## config.mk

```make
export PLATFORM = sky130hd
export DESIGN_NAME = register_file16
export DESIGN_NICKNAME = d
export VERILOG_FILES = /design/src/rtl/slurm16_pkg.sv /design/src/rtl/reg16_cell.sv /design/src/rtl/register_file16.sv
export SDC_FILE = /design/constraint.sdc
export NUM_CORES = 1
export LEC_CHECK = 0
export CAP_MARGIN = 0
export CELL_PAD_IN_SITES_DETAIL_PLACEMENT = 0
export CELL_PAD_IN_SITES_GLOBAL_PLACEMENT = 1
export CORE_UTILIZATION = 35
export DETAILED_ROUTE_END_ITERATION = 7
export PLACE_DENSITY_LB_ADDON = 0.08
export RECOVER_POWER = 25
export SKIP_LAST_GASP = 1
export SLEW_MARGIN = 20
export SYNTH_ARGS = -nofsm -noshare
export SYNTH_HDL_FRONTEND = slang
export SYNTH_SLANG_ARGS = --single-unit
```

## constraint.sdc

```tcl
create_clock -name CLK -period 5.5 [get_ports CLK]
set_input_delay 0.55 -clock CLK [delete_from_list [all_inputs] [get_ports CLK]]
set_output_delay 0.55 -clock CLK [all_outputs]
set_load 0.02 [all_outputs]
```

## src/rtl/slurm16_pkg.sv

```systemverilog
// Shared definitions for the slurm16 core: register file geometry, the
// architectural register roles and the register index type.
package slurm16_pkg;

  localparam int REG_W    = 16;
  localparam int NUM_REGS = 8;
  localparam int PC_IDX   = 7;
  localparam int LR_IDX   = 6;
  localparam int ILR_IDX  = 5;

  typedef logic [2:0]       reg_idx_t;
  typedef logic [REG_W-1:0] word_t;

  // Active-low load strobes of one register, ordered {pipeline, memory, alu}.
  typedef struct packed {
    logic p_b;
    logic m_b;
    logic alu_b;
  } load_strobes_t;

  // True when two or more of the three active-low load strobes are asserted.
  function automatic logic multi_load(input load_strobes_t s);
    return (!s.p_b && !s.m_b) || (!s.p_b && !s.alu_b) || (!s.m_b && !s.alu_b);
  endfunction

endpackage

```

## src/rtl/reg16_cell.sv

```systemverilog
// One 16-bit architectural register: prioritized three-source load
// (pipeline > memory > ALU) followed by increment / decrement / hold.
module reg16_cell
  import slurm16_pkg::*;
#(
  parameter word_t RESET_VAL = '0
) (
  input  logic          CLK,
  input  logic          RSTb,
  input  word_t         alu_in,
  input  word_t         mem_in,
  input  word_t         p_in,
  input  load_strobes_t ld_b,
  input  logic          inc_b,
  input  logic          dec_b,
  output word_t         q
);

  word_t d;

  always_comb begin
    // NOTE: give d a value on every path first so no latch can be inferred.
    d = q;
    if (!ld_b.p_b) begin
      d = p_in;
    end else if (!ld_b.m_b) begin
      d = mem_in;
    end else if (!ld_b.alu_b) begin
      d = alu_in;
    end else if (!inc_b && dec_b) begin
      d = q + word_t'(1);
    end else if (inc_b && !dec_b) begin
      d = q - word_t'(1);
    end
  end

  // NOTE: registers use non-blocking assignments; reset is sampled on the edge.
  always_ff @(posedge CLK) begin
    if (!RSTb) begin
      q <= RESET_VAL;
    end else begin
      q <= d;
    end
  end

endmodule

```

## src/rtl/register_file16.sv

```systemverilog
// Eight-entry register file driven by pipeline16 control vectors: eight
// reg16_cell instances, four combinational read ports and a sticky load-conflict flag.
module register_file16
  import slurm16_pkg::*;
#(
  parameter logic [15:0] RESET_PC = 16'h0000
) (
  input  logic        CLK,
  input  logic        RSTb,
  input  logic [15:0] aluIn,
  input  logic [15:0] memIn,
  input  logic [15:0] pIn,
  input  logic [7:0]  LD_reg_ALUb,
  input  logic [7:0]  LD_reg_Mb,
  input  logic [7:0]  LD_reg_Pb,
  input  logic [7:0]  INCb,
  input  logic [7:0]  DECb,
  input  logic [2:0]  ALU_A_SEL,
  input  logic [2:0]  ALU_B_SEL,
  input  logic [2:0]  M_SEL,
  input  logic [2:0]  MADDR_SEL,
  input  logic        M_ENb,
  input  logic        ALU_B_from_inP_b,
  output logic [15:0] aluA,
  output logic [15:0] aluB,
  output logic [15:0] memOut,
  output logic [15:0] memAddr,
  output logic        ldConflict
);

  word_t regs [NUM_REGS];
  logic  conflict_now;

  for (genvar i = 0; i < NUM_REGS; i++) begin : g_reg
    load_strobes_t ld_b;
    assign ld_b = '{p_b: LD_reg_Pb[i], m_b: LD_reg_Mb[i], alu_b: LD_reg_ALUb[i]};

    // Only the PC has a non-zero reset value; all other roles start at zero.
    reg16_cell #(
      .RESET_VAL((i == PC_IDX) ? word_t'(RESET_PC) : '0)
    ) u_cell (
      .CLK    (CLK),
      .RSTb   (RSTb),
      .alu_in (aluIn),
      .mem_in (memIn),
      .p_in   (pIn),
      .ld_b   (ld_b),
      .inc_b  (INCb[i]),
      .dec_b  (DECb[i]),
      .q      (regs[i])
    );
  end

  // Reads see current state only; a write becomes visible after its edge.
  always_comb begin
    aluA    = regs[ALU_A_SEL];
    aluB    = ALU_B_from_inP_b ? regs[ALU_B_SEL] : pIn;
    memOut  = M_ENb ? '0 : regs[M_SEL];
    memAddr = regs[MADDR_SEL];
  end

  always_comb begin
    conflict_now = 1'b0;
    for (int i = 0; i < NUM_REGS; i++) begin
      if (multi_load('{p_b: LD_reg_Pb[i], m_b: LD_reg_Mb[i], alu_b: LD_reg_ALUb[i]})) begin
        conflict_now = 1'b1;
      end
    end
  end

  always_ff @(posedge CLK) begin
    if (!RSTb) begin
      ldConflict <= 1'b0;
    end else if (conflict_now) begin
      ldConflict <= 1'b1;
    end
  end

endmodule
```

==> results.md <==
- Outcome: finished with violations
- Failing checks: capacitance limit, slew limit
- Initial antenna violation count: 9
- Fin Hold WS: about 0.56 ns
- WP buf/inv: 3
- Post-CTS setup buffer count: 0
- Yosys top cell area share: 15.56%
- Die ar.: between 50000 and 60000 um^2
- Critical-path cell list: dlygate4sd3_1 > nand2b_1 > clkbuf_1 > inv_1 > fa_1 > nor2b_1 > o21a_1 > o211ai_1 > a21oi_1 > a31o_2 > a41oi_1 > or3_1 > a31oi_1
- CTS root buffer: clkbuf_16
- Dpl cells: between 2000 and 3000
- Htree depth: 4
- Cts bufs inserted: 17
- Reg-to-Reg Start: g_reg[2].u_cell.q[0]
- CTS tree: done
- Synth Flop Type: dfxtp_1
- Pint: between 2 and 3 mW
- # port buffers: roughly 170
- Final Worst Setup Slack: approximately 1.5 ns
- Cell Area, Synth: 17950 um^2
- Ports: roughly 170
- Critical Path Fanout Max: 18
- Period utilization: 71.86%
- Max Clock Skew: 0.01013 ns
- Layout Cells excl Fill: between 2000 and 3000
- Residual DRC: 0
- Avg WL per Cell: 31.26 um
- Critical path depth in cells: 13
- Clock Power Share: 24.5%
- Fin Setup TNS: 0 ns
- Synthesized instance count: around 2200
- Number of synthesized flops with an enable pin: 0
- Placement Setup Slack: roughly 1.2 ns
- First-pass GRT wire length: ~130 mm
- Final Hold Violating Endpoints: 0
- Avg Cell Area, Syn: just over 8 um^2
- Largest cells by area after synthesis: mux4_2 16%, dfxtp_1 14%, ha_1 8.9%, a21oi_1 7.4%, o21ai_0 5.7%
- Switch share: ~44%
- Core Rows: 82
- Worst setup EP type: flip-flop
- Vias: approximately 19000
- Gr usage total: 35.06%
- CP startpoint: INCb[1]
- Reg2Reg Capture Point: g_reg[2].u_cell.q[14]
- Grt ovf: 0
- CP Capture Point: g_reg[1].u_cell.q[14]
- Final setup violation count: 0
- Worst-path clk slew: around 0.070 ns
- Total Wirelength: between 90 and 100 mm
- CP Data Required Time: slightly below 6 ns
- Max Cap Viol: 1
- Largest net degree at the start of global routing: 51
- Power share of the combinational group: 49.8%
- Share of synthesized registers carrying an async set or reset: 0%
- Synth cell count leaders: 266 x a21oi_1, 221 x nor2_1, 203 x o21ai_0
- 1st-pass router iterations: 5
- Sequential Power Share: 25.7%
- P_sw: between 2 and 2.5 mW
- Min-Delay Path Class: flip-flop to flip-flop
- Sequential area share after synthesis: between 10% and 20%
- Max VDD drop: 0.0002647 V
- Hold_buf cts: 0
- Maximum root-to-sink buffer count: 2
- Slew @ Worst Pin: 1.797 ns
- R2R depth: 10
- Core area: ~50000 um^2
- Iteration-0 DRC Markers: 2144
- Critical path's slowest cell: clkbuf_1
- CP Class: input pin to flip-flop
- Starting density of the core: between 30% and 40%
- RSZ-0062 raised after global routing: false
- Die width: roughly 230 um
- FF+latch count, synth: between 100 and 150
- Area growth syn-to-layout: 15.40%
- Slew Viols, Final: 35
- Fraction of layout cells with a size suffix above 1: roughly an eighth
- Min Tclk post-route: roughly 4.0 ns
- Largest stage delay, worst path: ~0.74 ns
- Leak Pwr: ~8.2 nW
- Worst Path Arrival: 4.38 ns
- Detail Placement HPWL: about 67 mm
- Mapped Nets: between 2000 and 2500
- Reg2reg setup slack: about 2.5 ns
- Clock Latency Late Sink: about 0.5 ns
- Routability Congestion: between 0.9 and 1
- Pwr/cell area: 238.6 nW/um^2
- Setup crit start kind: input pin
- Final nets: roughly 2500
- Vias in the first global route: 17805
- Die Ht: 228.5 um
- CTS Sinks: between 100 and 150
- Routed vias/inst: between 6 and 7
- Max-slew headroom: -19.83%
- Post-route ant nets: 0
- Post-CTS sizing: 0
- Count leader, synth: a21oi_1
- Library cells used by synthesis: 72
- Crit-path leading delay family: buffers and inverters
- Yosys warns: 0
- Cell taking the most area after synthesis: mux4_2
- Max Freq: around 250 MHz
worst min path at each step:
stage | startpoint | endpoint | cells after the start
floorplan | g_reg[6].u_cell.q[12] | g_reg[6].u_cell.q[12] | 2
global placement | g_reg[1].u_cell.q[12] | g_reg[1].u_cell.q[12] | 2
CTS | g_reg[1].u_cell.q[12] | g_reg[1].u_cell.q[12] | 2
detailed placement | g_reg[1].u_cell.q[12] | g_reg[1].u_cell.q[12] | 2
global route | g_reg[0].u_cell.q[1] | g_reg[0].u_cell.q[1] | 2
finish | g_reg[1].u_cell.q[12] | g_reg[1].u_cell.q[12] | 2
tightest hold or removal path, stage by stage (launching register included):
cell and delay (ns):
dfxtp_1 0.37, nand3_1 0.08, o21ai_0 0.07
power by group through the flow:
stage | logic (mW) | registers [mW] | clock network (mW)
after CTS | 2.43 | 1.26 | 1.22
after detailed placement | 2.41 | 1.28 | 0
after global placement | 2.41 | 1.28 | 0
after floorplan | 1.68 | 1.14 | 0
final | 2.46 | 1.27 | 1.21
after global routing | 2.64 | 1.28 | 1.26
cell families (layout without fill, tap and decap cells):
family | count (synthesis) | in the layout | share of synthesized area [%]
fa+ha+maj | 135 | 135 | 9.745
simple gates | 525 | 525 | 13.18
other cells | 0 | 2 | 0
mux | 271 | 271 | 24.45
flops | 129 | 129 | 14.39
compound gates | 804 | 804 | 27.99
buf+inv | 263 | 335 | 5.514
xor+xnor | 97 | 97 | 4.733
flip-flops by register name (all words and copies together), names as in the netlist:
signal / flops
ldConflict: 1
g.u_cell.q: 128
layout make-up:
cell class | instances | area [um^2]
Timing Repair Buffer | 227 | 2052
Tap cell | 672 | 840.8
Antenna cell | 2 | 5.005
Multi-Input combinational cell | 1832 | 14370
Sequential cell | 129 | 2582
Inverter | 76 | 285.3
Clock inverter | 11 | 103.9
Fill cell | 5141 | 29660
Clock buffer | 21 | 470.5
placed cells by master, fill, tap and decap left out, types with 47 or more instances in the layout:
| cell type | instances |
|---|---|
| mux2i_1 | 99 |
| mux4_2 | 124 |
| xnor2_1 | 63 |
| o21ai_0 | 204 |
| inv_1 | 73 |
| dfxtp_1 | 129 |
| buf_4 | 53 |
| nand3_1 | 47 |
| a211oi_1 | 66 |
| nand2_1 | 116 |
| ha_1 | 127 |
| nor2_1 | 221 |
| a21oi_1 | 266 |
| clkdlybuf4s50_1 | 145 |
routing by layer:
metal,GRT usage (%),routed length (um),vias to the layer above
li1,-,-,8583
met1,47.20,39310,9418
met2,52.34,40010,1031
met3,7.984,8702,190
met4,17.62,4787,4
met5,0,27,-
per-stage QoR:
step / util, % / power [mW] / area (um^2)
global placement: 40.03 / 3.685 / 20170
finish: 41.12 / 4.942 / 20710
CTS: 41.16 / 4.913 / 20730
detailed placement: 40.02 / 3.696 / 20160
global route: 41.11 / 5.181 / 20710
floorplan: - / 2.821 / 17950
No activity file was read; power rests on OpenSTA's default activity.
